[config.mk]
export PLATFORM = sky130hd
export DESIGN_NAME = circle_raster_p_flat
export DESIGN_NICKNAME = d
export VERILOG_FILES = /design/src/rtl/circle_pkg.sv /design/src/rtl/circle_raster_p_if.sv /design/src/rtl/circle_clip.sv /design/src/rtl/circle_raster_p.sv /design/src/flat_wrapper.sv
export SDC_FILE = /design/constraint.sdc
export NUM_CORES = 1
export LEC_CHECK = 0
export CAP_MARGIN = 20
export CORE_MARGIN = 5
export CORE_UTILIZATION = 57
export DETAILED_ROUTE_END_ITERATION = 12
export GPL_ROUTABILITY_DRIVEN = 0
export GPL_TIMING_DRIVEN = 0
export PLACE_DENSITY_LB_ADDON = 0.08
export SETUP_SLACK_MARGIN = 0.05
export SYNTH_ARGS = -nofsm -noshare
export SYNTH_HDL_FRONTEND = slang
export SYNTH_SLANG_ARGS = --single-unit
[constraint.sdc]
create_clock -name clk -period 7.7 [get_ports clk]
set_input_delay 2.31 -clock clk [delete_from_list [all_inputs] [get_ports clk]]
set_output_delay 2.31 -clock clk [all_outputs]
set_load 0.03 [all_outputs]
[src/rtl/circle_pkg.sv]
// Shared types and constants for the parametrised midpoint-circle rasteriser.
package circle_pkg;

    typedef enum logic [2:0] {
        READY = 3'd0,
        PREP  = 3'd1,
        PLOT  = 3'd2,
        CALC  = 3'd3,
        DONE  = 3'd4
    } state_t;

    typedef logic [2:0] octant_t;
    typedef logic [1:0] span_t;

    localparam logic MODE_OUTLINE = 1'b0;
    localparam logic MODE_FILL    = 1'b1;

    // Signed coordinate width: widest operand plus carry and sign bits
    function automatic int coord_width(input int xw, input int yw, input int rw);
        int m;
        m = (xw > yw) ? xw : yw;
        m = (rw > m) ? rw : m;
        return m + 2;
    endfunction

endpackage

[src/rtl/circle_raster_p_if.sv]
// Draw request / pixel output bundle between a requester and the rasteriser.
interface circle_raster_p_if #(
    parameter int X_W      = 8,
    parameter int Y_W      = 7,
    parameter int R_W      = 8,
    parameter int COLOUR_W = 3
);
    logic                start;
    logic                fill;
    logic [COLOUR_W-1:0] colour;
    logic [X_W-1:0]      centre_x;
    logic [Y_W-1:0]      centre_y;
    logic [R_W-1:0]      radius;
    logic                done;
    logic [X_W-1:0]      vga_x;
    logic [Y_W-1:0]      vga_y;
    logic [COLOUR_W-1:0] vga_colour;
    logic                vga_plot;

    modport master (
        output start, fill, colour, centre_x, centre_y, radius,
        input  done, vga_x, vga_y, vga_colour, vga_plot
    );

    modport slave (
        input  start, fill, colour, centre_x, centre_y, radius,
        output done, vga_x, vga_y, vga_colour, vga_plot
    );
endinterface

[src/rtl/circle_clip.sv]
// Screen-bounds test for a signed candidate pixel; passes the low coordinate bits through.
module circle_clip #(
    parameter int CW       = 10,
    parameter int X_W      = 8,
    parameter int Y_W      = 7,
    parameter int SCREEN_W = 160,
    parameter int SCREEN_H = 120
) (
    input  logic signed [CW-1:0] x,
    input  logic signed [CW-1:0] y,
    output logic                 in_bounds,
    output logic [X_W-1:0]       tx,
    output logic [Y_W-1:0]       ty
);
    localparam logic signed [CW-1:0] LIM_X = CW'(SCREEN_W);
    localparam logic signed [CW-1:0] LIM_Y = CW'(SCREEN_H);

    assign in_bounds = !x[CW-1] && (x < LIM_X) && !y[CW-1] && (y < LIM_Y);
    assign tx        = x[X_W-1:0];
    assign ty        = y[Y_W-1:0];
endmodule

[src/rtl/circle_raster_p.sv]
// Midpoint-circle rasteriser: outline (8 octants) or filled disc (4 spans), one candidate pixel per cycle.
module circle_raster_p
    import circle_pkg::*;
#(
    parameter int X_W      = 8,
    parameter int Y_W      = 7,
    parameter int R_W      = 8,
    parameter int COLOUR_W = 3,
    parameter int SCREEN_W = 160,
    parameter int SCREEN_H = 120
) (
    input logic              clk,
    input logic              rst_n,
    circle_raster_p_if.slave bus
);
    localparam int CW = coord_width(X_W, Y_W, R_W);
    localparam int KW = R_W + 3;
    localparam logic signed [CW-1:0] C_ZERO   = {CW{1'b0}};
    localparam logic signed [CW-1:0] C_ONE    = {{(CW-1){1'b0}}, 1'b1};
    localparam logic signed [KW-1:0] CRIT_ONE = {{(KW-1){1'b0}}, 1'b1};

    state_t               state_r, state_s;
    logic                 fill_r;
    logic [COLOUR_W-1:0]  colour_r;
    logic [R_W-1:0]       rad_r;
    logic signed [CW-1:0] cx_r, cy_r, ox_r, oy_r, pos_r;
    logic signed [KW-1:0] crit_r, crit_s;
    octant_t              oct_r;
    span_t                span_r;
    logic signed [CW-1:0] ext_s, ox_s, oy_s, cand_x_s, cand_y_s;
    logic                 span_end_s, plot_last_s, in_bounds_s, crit_le0_s;
    logic [X_W-1:0]       clip_x_s;
    logic [Y_W-1:0]       clip_y_s;

    // Candidate pixel for the current octant or span position
    always_comb begin
        ext_s       = span_r[1] ? oy_r : ox_r;
        span_end_s  = (pos_r == (ext_s <<< 1));
        cand_x_s    = cx_r;
        cand_y_s    = cy_r;
        plot_last_s = 1'b0;
        if (fill_r == MODE_FILL) begin
            cand_x_s = cx_r - ext_s + pos_r;
            case (span_r)
                2'd0:    cand_y_s = cy_r + oy_r;
                2'd1:    cand_y_s = cy_r - oy_r;
                2'd2:    cand_y_s = cy_r + ox_r;
                2'd3:    cand_y_s = cy_r - ox_r;
                default: cand_y_s = cy_r;
            endcase
            plot_last_s = span_end_s && (span_r == 2'd3);
        end else begin
            case (oct_r)
                3'd0:    begin cand_x_s = cx_r + ox_r; cand_y_s = cy_r + oy_r; end
                3'd1:    begin cand_x_s = cx_r + oy_r; cand_y_s = cy_r + ox_r; end
                3'd2:    begin cand_x_s = cx_r - ox_r; cand_y_s = cy_r + oy_r; end
                3'd3:    begin cand_x_s = cx_r - oy_r; cand_y_s = cy_r + ox_r; end
                3'd4:    begin cand_x_s = cx_r - ox_r; cand_y_s = cy_r - oy_r; end
                3'd5:    begin cand_x_s = cx_r - oy_r; cand_y_s = cy_r - ox_r; end
                3'd6:    begin cand_x_s = cx_r + ox_r; cand_y_s = cy_r - oy_r; end
                3'd7:    begin cand_x_s = cx_r + oy_r; cand_y_s = cy_r - ox_r; end
                default: begin cand_x_s = cx_r;        cand_y_s = cy_r;        end
            endcase
            plot_last_s = (oct_r == 3'd7);
        end
    end

    // Midpoint step; the decrement of ox happens before it feeds the criterion update
    always_comb begin
        oy_s       = oy_r + C_ONE;
        crit_le0_s = crit_r[KW-1] || (crit_r == {KW{1'b0}});
        if (crit_le0_s) begin
            ox_s   = ox_r;
            crit_s = crit_r + KW'(oy_s <<< 1) + CRIT_ONE;
        end else begin
            ox_s   = ox_r - C_ONE;
            crit_s = crit_r + KW'((oy_s - ox_s) <<< 1) + CRIT_ONE;
        end
    end

    circle_clip #(
        .CW(CW), .X_W(X_W), .Y_W(Y_W), .SCREEN_W(SCREEN_W), .SCREEN_H(SCREEN_H)
    ) u_clip (
        .x(cand_x_s), .y(cand_y_s), .in_bounds(in_bounds_s), .tx(clip_x_s), .ty(clip_y_s)
    );

    // State register
    always_ff @(posedge clk or negedge rst_n) begin
        if (!rst_n) state_r <= READY;
        else        state_r <= state_s;
    end

    // Next-state logic
    always_comb begin
        state_s = state_r;
        case (state_r)
            READY:   state_s = bus.start ? PREP : READY;
            PREP:    state_s = PLOT;
            PLOT:    state_s = plot_last_s ? CALC : PLOT;
            CALC:    state_s = (oy_s <= ox_s) ? PLOT : DONE;
            DONE:    state_s = bus.start ? DONE : READY;
            default: state_s = READY;
        endcase
    end

    // Output logic
    always_comb begin
        bus.done       = (state_r == DONE);
        bus.vga_plot   = (state_r == PLOT) && in_bounds_s;
        bus.vga_x      = clip_x_s;
        bus.vga_y      = clip_y_s;
        bus.vga_colour = colour_r;
    end

    // Request latch, offsets, criterion and octant/span walk
    always_ff @(posedge clk or negedge rst_n) begin
        if (!rst_n) begin
            fill_r   <= 1'b0;
            colour_r <= {COLOUR_W{1'b0}};
            rad_r    <= {R_W{1'b0}};
            cx_r     <= C_ZERO;
            cy_r     <= C_ZERO;
            ox_r     <= C_ZERO;
            oy_r     <= C_ZERO;
            pos_r    <= C_ZERO;
            crit_r   <= {KW{1'b0}};
            oct_r    <= 3'd0;
            span_r   <= 2'd0;
        end else begin
            case (state_r)
                READY: begin
                    if (bus.start) begin
                        fill_r   <= bus.fill;
                        colour_r <= bus.colour;
                        rad_r    <= bus.radius;
                        cx_r     <= $signed({{(CW-X_W){1'b0}}, bus.centre_x});
                        cy_r     <= $signed({{(CW-Y_W){1'b0}}, bus.centre_y});
                    end
                end
                PREP: begin
                    ox_r   <= $signed({{(CW-R_W){1'b0}}, rad_r});
                    oy_r   <= C_ZERO;
                    crit_r <= CRIT_ONE - $signed({3'b000, rad_r});
                    pos_r  <= C_ZERO;
                    oct_r  <= 3'd0;
                    span_r <= 2'd0;
                end
                PLOT: begin
                    if (fill_r == MODE_FILL) begin
                        if (span_end_s) begin
                            pos_r  <= C_ZERO;
                            span_r <= span_r + 2'd1;
                        end else begin
                            pos_r  <= pos_r + C_ONE;
                        end
                    end else begin
                        oct_r <= oct_r + 3'd1;
                    end
                end
                CALC: begin
                    ox_r   <= ox_s;
                    oy_r   <= oy_s;
                    crit_r <= crit_s;
                    pos_r  <= C_ZERO;
                    oct_r  <= 3'd0;
                    span_r <= 2'd0;
                end
                default: begin
                    oct_r <= oct_r;
                end
            endcase
        end
    end
endmodule

[src/flat_wrapper.sv]
// flat-port wrapper written by rule: the top's interface ports become plain ports
module circle_raster_p_flat import circle_pkg::*;
#(
    parameter int X_W      = 8,
    parameter int Y_W      = 7,
    parameter int R_W      = 8,
    parameter int COLOUR_W = 3,
    parameter int SCREEN_W = 160,
    parameter int SCREEN_H = 120
)
  (clk, rst_n, bus_start, bus_fill, bus_colour, bus_centre_x, bus_centre_y, bus_radius, bus_done, bus_vga_x, bus_vga_y, bus_vga_colour, bus_vga_plot);
  circle_raster_p_if #(.X_W(X_W), .Y_W(Y_W), .R_W(R_W), .COLOUR_W(COLOUR_W)) bus_i ();
  input logic clk;
  input logic rst_n;
  input wire logic [$bits(bus_i.start)-1:0] bus_start;
  input wire logic [$bits(bus_i.fill)-1:0] bus_fill;
  input wire logic [$bits(bus_i.colour)-1:0] bus_colour;
  input wire logic [$bits(bus_i.centre_x)-1:0] bus_centre_x;
  input wire logic [$bits(bus_i.centre_y)-1:0] bus_centre_y;
  input wire logic [$bits(bus_i.radius)-1:0] bus_radius;
  output wire logic [$bits(bus_i.done)-1:0] bus_done;
  output wire logic [$bits(bus_i.vga_x)-1:0] bus_vga_x;
  output wire logic [$bits(bus_i.vga_y)-1:0] bus_vga_y;
  output wire logic [$bits(bus_i.vga_colour)-1:0] bus_vga_colour;
  output wire logic [$bits(bus_i.vga_plot)-1:0] bus_vga_plot;
  assign bus_i.start = bus_start;
  assign bus_i.fill = bus_fill;
  assign bus_i.colour = bus_colour;
  assign bus_i.centre_x = bus_centre_x;
  assign bus_i.centre_y = bus_centre_y;
  assign bus_i.radius = bus_radius;
  assign bus_done = bus_i.done;
  assign bus_vga_x = bus_i.vga_x;
  assign bus_vga_y = bus_i.vga_y;
  assign bus_vga_colour = bus_i.vga_colour;
  assign bus_vga_plot = bus_i.vga_plot;
  circle_raster_p #(.X_W(X_W), .Y_W(Y_W), .R_W(R_W), .COLOUR_W(COLOUR_W), .SCREEN_W(SCREEN_W), .SCREEN_H(SCREEN_H)) u_core (.clk(clk), .rst_n(rst_n), .bus(bus_i));
endmodule
# Word level (Yosys, flattened, before mapping)
# Index checks and enable logic that the tools add are counted.
# classes
n_eq_ne	18
n_addsub	21
order_cmp	3
reduce_logical	27
n_mux	25
# ops
cell	count
one-hot mux 10 bit (4 select lines)	3
two-way mux 10 bit	6
one-hot mux 10 bit (2 select lines)	3
subtractor 9 x 10 -> 10 bit	3
adder 11 bit	2
adder 11 x 2 -> 11 bit, second input constant	2
one-hot mux 11 bit (2 select lines)	1
adder 10 x 2 -> 10 bit, second input constant	2
adder 8 x 10 -> 10 bit	2
adder 9 x 10 -> 10 bit	2
subtractor 8 x 10 -> 10 bit	2
OR reduction 2 bit	9
== test 3 bit, second input constant	5
one-hot mux 3 bit (5 select lines)	1
== test 3 x 2 -> 1 bit, second input constant	4
zero test 11 bit	1
two-way mux 11 bit	1
adder 10 bit	1
== test 10 bit	1
<= comparator 10 bit	1
less-than comparator 10 x 8 -> 1 bit, second input constant	1
less-than comparator 10 x 9 -> 1 bit, second input constant	1
subtractor 10 bit	1
subtractor 10 x 2 -> 10 bit, second input constant	1
21 further kinds	38
# word_totals
input_bits	30
word_cells	106
regBits	76

# Longest topological paths before layout
# Gate-level depths: netlist of run 1.
# logic_depth
word_depth	9
depth_mapped	19

# By module
# Synthesis of run 1 repeated with hierarchy kept, for this count alone.
# hier_totals
cells_unflattened	1170
area_unflattened_um2	9192.6
# modules_own_cells
mod	cells_per_inst	n_inst	area_each_um2	seq_area_each_um2
circle_raster_p	1151	1	9052.4	1901.8
circle_clip	19	1	140.1	0.0

# Least setup slack after synthesis of run 1
# OpenSTA, ideal clock, no wires.
# synth_path
path_type	register to output
from	register u_core.oct_r[0]
to	output bus_vga_plot
path_stages_with_launch	17
t_required_ps	5390
t_arrival_ps	4130
path_slack_ps	1260
path_cell_list	dfrtp_1 -> inv_1 -> ha_1 -> mux2_2 -> nand2b_1 -> clkbuf_1 -> or3_1 -> o211ai_1 -> ha_1 -> nor2b_1 -> o21ai_0 -> a21oi_1 -> o41a_1 -> mux2_2 -> o32ai_2 -> o211ai_1 -> a2111oi_2
# synth_via
elab_chain_len	9
# synth_rtl
element	line	rtl
start: declaration	circle_raster_p.sv:28	octant_t oct_r;
start signal: assignment	circle_raster_p.sv:157	oct_r <= oct_r + 3'd1;
start signal: assignment	circle_raster_p.sv:169	oct_r <= oct_r;
== test 3 x 1 -> 1 bit (tied with other cells)	circle_raster_p.sv:53	case (oct_r)
OR reduction 2 bit (no line)	-	
one-hot mux 10 bit (4 select lines)	circle_raster_p.sv:53	
two-way mux 10 bit	circle_raster_p.sv:42	if (fill_r == MODE_FILL) begin
less-than comparator 10 x 9 -> 1 bit or zero test 1 bit (tied branches)	circle_clip.sv:18	assign in_bounds = !x[CW-1] && (x < LIM_X) && !y[CW-1] && (y < LIM_Y);
logical AND 1 bit (2 in series)	circle_clip.sv:18	
logical AND 1 bit *	circle_clip.sv:18	
logical AND 1 bit *	circle_raster_p.sv:109	bus.vga_plot = (state_r == PLOT) && in_bounds_s;
end: declaration	flat_wrapper.sv:25	output wire logic [$bits(bus_i.vga_plot)-1:0] bus_vga_plot;
# Mark *: on every way between the ends. The rest lies on a longest branch, timed or not.

# Worst setup path after layout of run 1
# layout_path
from	register u_core.oct_r[1]
to	output bus_vga_plot
# Same word-level chain as after synthesis.

==> results of run 1 <==
## metrics by stage
stage               instance area [µm²]  std cells  hold WS, ps
detailed placement                10100       1454          479
global placement                  10000       1453          478
floorplan                          9270       1188          452
finish                            10300       1469          487
CTS                               10300       1469          488
global route                      10300       1469          529
## sequential cells by signal, summed over array words and instances, names as in the netlist
| signal | count |
|---|---|
| u_core.span_r | 2 |
| u_core.crit_r | 11 |
| u_core.cy_r | 7 |
| u_core.bus.vga_colour | 3 |
| u_core.state_r | 3 |
| u_core.rad_r | 8 |
| u_core.oy_r | 10 |
| u_core.ox_r | 10 |
| u_core.pos_r | 10 |
| u_core.fill_r | 1 |
| u_core.oct_r | 3 |
| u_core.cx_r | 8 |
## layer usage
metal  up-vias  GRT usage  wire length, µm
li1       4387          -                -
met1      4414      0.437            13000
met2       395      0.504            13100
met3        80     0.0595             2220
met4         0      0.137             1180
met5         -          0                0
## path summary, 6_finish.rpt
path                                     end  slack [ps]  depth (start not counted)
min in group asynchronous   u_core.crit_r[8]        1940                          1
min                          u_core.pos_r[4]         490                          1
min reg2reg                  u_core.pos_r[4]         490                          1
max reg2reg                u_core.crit_r[10]        2510                         18
max in group asynchronous     u_core.oy_r[0]        5150                          2
max                             bus_vga_plot         430                         18
## cells by family after synthesis
family | after synthesis | share of synthesized area
adder cells (fa/ha/maj) | 116 | 0.170
XOR/XNOR | 88 | 0.0832
AND/OR/NAND/NOR | 364 | 0.194
multiplexers | 34 | 0.0401
flip-flops | 76 | 0.205
buffers and inverters | 159 | 0.0664
AO/OA/AOI/OAI | 351 | 0.242
## layout make-up
type | count | area, µm²
multi-input combinational | 953 | 6760
sequential | 76 | 1900
fill | 1463 | 5610
tap | 216 | 270
clock inverter | 5 | 38.8
buffer | 58 | 240
clock buffer | 10 | 229
inverter | 101 | 379
timing repair buffer | 50 | 518
## layout by cell type (no fill, tap or decap), types with 11 or more instances in the layout
cell,synthesis,layout
o211ai_1,13,13
a21oi_1,89,89
nor4_1,12,12
xor2_1,23,23
inv_1,100,100
xnor2_1,65,65
clkbuf_1,42,40
o21bai_1,14,14
clkdlybuf4s50_1,0,47
nand3_1,32,32
o22ai_1,11,11
nor3_1,42,42
o21ai_0,108,107
mux2_2,25,25
a21o_1,17,17
nor2b_1,16,16
nand2b_1,12,12
nand2_1,103,103
dfrtp_1,76,75
fa_1,16,16
or3_1,12,12
ha_1,100,100
nor2_1,82,82
## timing repair
action                                  in CTS  in global routing
endpoints found under the setup margin       1                  1
hold buffers                                 0                  0
resized for setup                            5                  3
buffers inserted                             0                  0
==> results.py, run 1 <==
metrics = {
    "yosys": {
        "ys_top_cells_by_count": "o21ai_0, nand2_1, ha_1, inv_1, a21oi_1",
        "syn-num-nets": 1334,
        "ys_seq_area_frac": 0.205,
        "synth.top_cell.area_share": 0.205,
        "synth_edf_count": 0,
        "synth_largest_area_cell": "dfrtp_1",
        "yosysUniqueCellTypes": 77,
        "synth-main-ff-cell": "dfrtp_1",
        "synthCells": 1188,
        "syn-mean-instance-area_um2": 7.80,
        "syn_area_um2": 9270,
        "yosysMostFrequentCell": "o21ai_0",
        "synth_warnings": 0,
        "async_flop_share": 1.00,
        "yosys_register_bits": 76,
        "synth_area_leaders": "dfrtp_1, ha_1, xnor2_1",
    },
    "floorplanning": {
        "die_x_um": 137,
        "start_util": 0.581,
        "pin_count": 50,
        "row_count": 46,
        "coreArea_um2": 15900,
        "fp.dieH_um": 137,
        "die_area_um2": 18900,
    },
    "layout": {
        "syn_to_final_growth_pct": 11.5,
        "utilization": 0.648,
        "drive_above_1_share": 0.0583,
        "antenna_cells": 0,
        "nets": 1395,
    },
    "detailed_routing": {
        "first_pass_iters": 6,
        "avgViaCountPerCell": 6.31,
        "wire_per_inst_um": 20.1,
        "drc": 0,
        "wl_mm": 29.5,
        "antenna_left": 0,
        "drtIter0Drc": 784,
        "vias": 9276,
    },
    "worst_setup_path": {
        "start_kind": "flop",
        "worstPathRequired_ps": 5390,
        "crit_slowest_cell": "a2111oi_2",
        "cp_cell_sequence": "inv_1 -> ha_1 -> clkbuf_1 -> nor2_1 -> nand2b_1 -> clkbuf_2 -> or3_1 -> o211ai_1 -> ha_1 -> nor2b_1 -> o21ai_0 -> a21oi_1 -> o41a_1 -> mux2_2 -> o32ai_2 -> o211ai_1 -> a2111oi_2 -> dlymetal6s2s_1",
        "crit_start": "u_core.oct_r[1]",
        "worstReg2RegStart": "u_core.oy_r[1]",
        "critPathMaxFanout": 10,
        "path_buf_inv": 4,
        "path_delay_family": "compound AO/OA/AOI/OAI gates",
        "cp.arrival_ps": 4960,
        "cp-end-kind": "output pin",
        "critPathMaxStageDelay_ps": 430,
        "crit_type": "flop to output pin",
    },
    "timing": {
        "fin_ws_ps": 430,
        "clock_skew_ps": 9.65,
        "tightest_slew_ps": 987,
        "setup_viol": 0,
        "grt_setup_unrepaired": "no",
        "hold_viol": 0,
        "period_share": 0.944,
        "max_freq_mhz": 138,
        "setup_tns_ps": 0,
        "period_minus_slack_ps": 7270,
        "final-max-slew-violation-count": 0,
        "slew_headroom": 0.342,
    },
    "status": {
        "status": "completed",
    },
    "global_route": {
        "grt_usage": 0.322,
        "grt_pass1_vias": 8843,
        "grt_antenna_before_repair": 0,
        "grt_max_degree": 44,
        "grt_pass1_wl_mm": 47.1,
        "overflow": 0,
    },
    "clocking": {
        "htree_levels": 3,
        "cts.path.max_buffers": 2,
        "cts_tree": "yes",
        "clockRootBuffer": "clkbuf_16",
        "clk_pin_slew_ps": 60,
        "cts_buffers": 9,
        "clock_sinks": 76,
        "clock_latency_ps": 360,
    },
    "placement": {
        "place_ws_ps": 190,
        "port_buffers": 49,
        "dp_hpwl_mm": 22.9,
    },
    "worst_hold_path": {
        "hold_class": "flop to flop",
        "min-delay-start": "u_core.pos_r[4]",
    },
    "job": {
        "max_cap_viol_count": 0,
    },
}
Power of run 1 is left out: the tool's default activity adds up to more than one toggle a clock period on the data nets, which glitch-free logic cannot reach.
==> inputs of run 2 (changes only) <==
- CORE_UTILIZATION: 57 -> 63
==> results.py, run 2 (synthesis gave the netlist of run 1 again) <==
metrics = {
    "clocking": {
        "clock_sinks": 76,
        "ctsHoldBuffers": 0,
        "cts.path.max_buffers": 2,
        "cts_buffers": 9,
        "ctsResizeCount": 5,
        "clk_pin_slew_ps": 70,
        "cts_setup_buffers": 0,
        "htree_levels": 3,
        "clockRootBuffer": "clkbuf_16",
        "clock_latency_ps": 360,
        "cts_tree": "yes",
    },
    "timing": {
        "period_minus_slack_ps": 7420,
        "tightest_slew_ps": 947,
        "grt_setup_unrepaired": "no",
        "period_share": 0.963,
        "setup_viol": 0,
        "slew_headroom": 0.369,
        "setup_tns_ps": 0,
        "final-max-slew-violation-count": 0,
        "max_freq_mhz": 135,
        "holdWs_ps": 506,
        "hold_viol": 0,
        "clock_skew_ps": 12.4,
    },
    "detailed_routing": {
        "drc": 0,
        "wl_mm": 28.7,
        "wire_per_inst_um": 20.0,
        "first_pass_iters": 7,
        "vias": 9381,
        "drtIter0Drc": 1117,
        "avgViaCountPerCell": 6.53,
        "antenna_left": 0,
    },
    "layout": {
        "drive_above_1_share": 0.0583,
        "layout_commonest_cell": "o21ai_0",
        "antenna_cells": 0,
        "syn_to_final_growth_pct": 11.1,
        "largest_register": "u_core.crit_r",
        "nets": 1395,
        "final_cell_mix": "o21ai_0, nand2_1, inv_1, ha_1, a21oi_1",
        "largest_reg_flops": 11,
    },
    "placement": {
        "port_buffers": 49,
        "dp_hpwl_mm": 22.5,
    },
    "global_route": {
        "overflow": 0,
        "grt_antenna_before_repair": 0,
        "grt_max_degree": 46,
        "grt_pass1_vias": 8790,
        "grt_usage": 0.324,
        "grt_pass1_wl_mm": 45.8,
    },
    "worst_setup_path": {
        "start_kind": "flop",
        "crit_slowest_cell": "dfrtp_1",
        "critPathMaxStageDelay_ps": 590,
        "cp.arrival_ps": 5110,
        "critPathMaxFanout": 7,
        "cp-end-kind": "output pin",
        "worstPathRequired_ps": 5390,
        "cp_cell_sequence": "inv_1 -> ha_1 -> a22oi_1 -> o211ai_1 -> o21a_1 -> inv_1 -> fa_1 -> nor2b_1 -> o21ai_0 -> a21oi_1 -> o41a_1 -> nand2_1 -> mux2_2 -> o32ai_2 -> o211ai_1 -> a2111oi_2 -> dlygate4sd2_1",
        "reg2reg_slack_ps": 2540,
        "crit_type": "flop to output pin",
    },
    "floorplanning": {
        "die_area_um2": 17200,
        "row_count": 44,
        "fp.dieH_um": 131,
        "die_x_um": 131,
        "pin_count": 50,
        "coreArea_um2": 14500,
        "start_util": 0.640,
    },
    "status": {
        "status": "completed",
    },
    "job": {
        "max_cap_viol_count": 0,
    },
    "worst_hold_path": {
        "hold_class": "flop to flop",
    },
}
[run 2: cell type report]
type	instances	area, µm²
clock inverters	5	38.8
repair buffers	50	514
clock buffers	10	229
flip-flops and latches	76	1900
inverters	101	379
well taps	184	230
plain buffers	58	239
fillers	1227	4190
multi-input cells	953	6760
[run 2: per-stage QoR]
step | instance area (µm²) | setup WS [ps] | std cells | utilization
global route | 10300 | 53.3 | 1437 | 0.711
floorplan | 9270 | 1260 | 1188 | -
finish | 10300 | 284 | 1437 | 0.711
CTS | 10300 | 325 | 1437 | 0.711
global placement | 9990 | 243 | 1421 | 0.690
detailed placement | 10000 | 211 | 1422 | 0.691
[run 2: per-layer routing]
metal  vias up  wire length (µm)  share of wire  track usage
li1       4397                 -              -            -
met1      4365             11900           0.41        0.432
met2       504             12700           0.44        0.507
met3       115              2710          0.094       0.0612
met4         0              1410          0.049        0.157
met5         -                 0              0            0
[run 2: final timing paths]
path / start / to / cells after the start
setup / recovery: u_core.oy_r[1] / bus_vga_plot / 17
hold / removal: u_core.pos_r[4] / u_core.pos_r[4] / 1
setup reg to reg: u_core.oy_r[1] / u_core.crit_r[10] / 18
hold reg to reg: u_core.pos_r[4] / u_core.pos_r[4] / 1
max in group asynchronous: rst_n / u_core.oy_r[0] / 2
min in group asynchronous: rst_n / u_core.crit_r[5] / 1
[run 2: critical path, delay by kind of cell (launching register included)]
kind                     cells  cell delay (ps)
buffers and inverters        3              820
multiplexers                 1              280
adder cells (fa/ha/maj)      2              990
AO/OA/AOI/OAI                9             1900
flip-flops                   1              590
AND/OR/NAND/NOR              2              180
Power of run 2 is left out for the same reason.
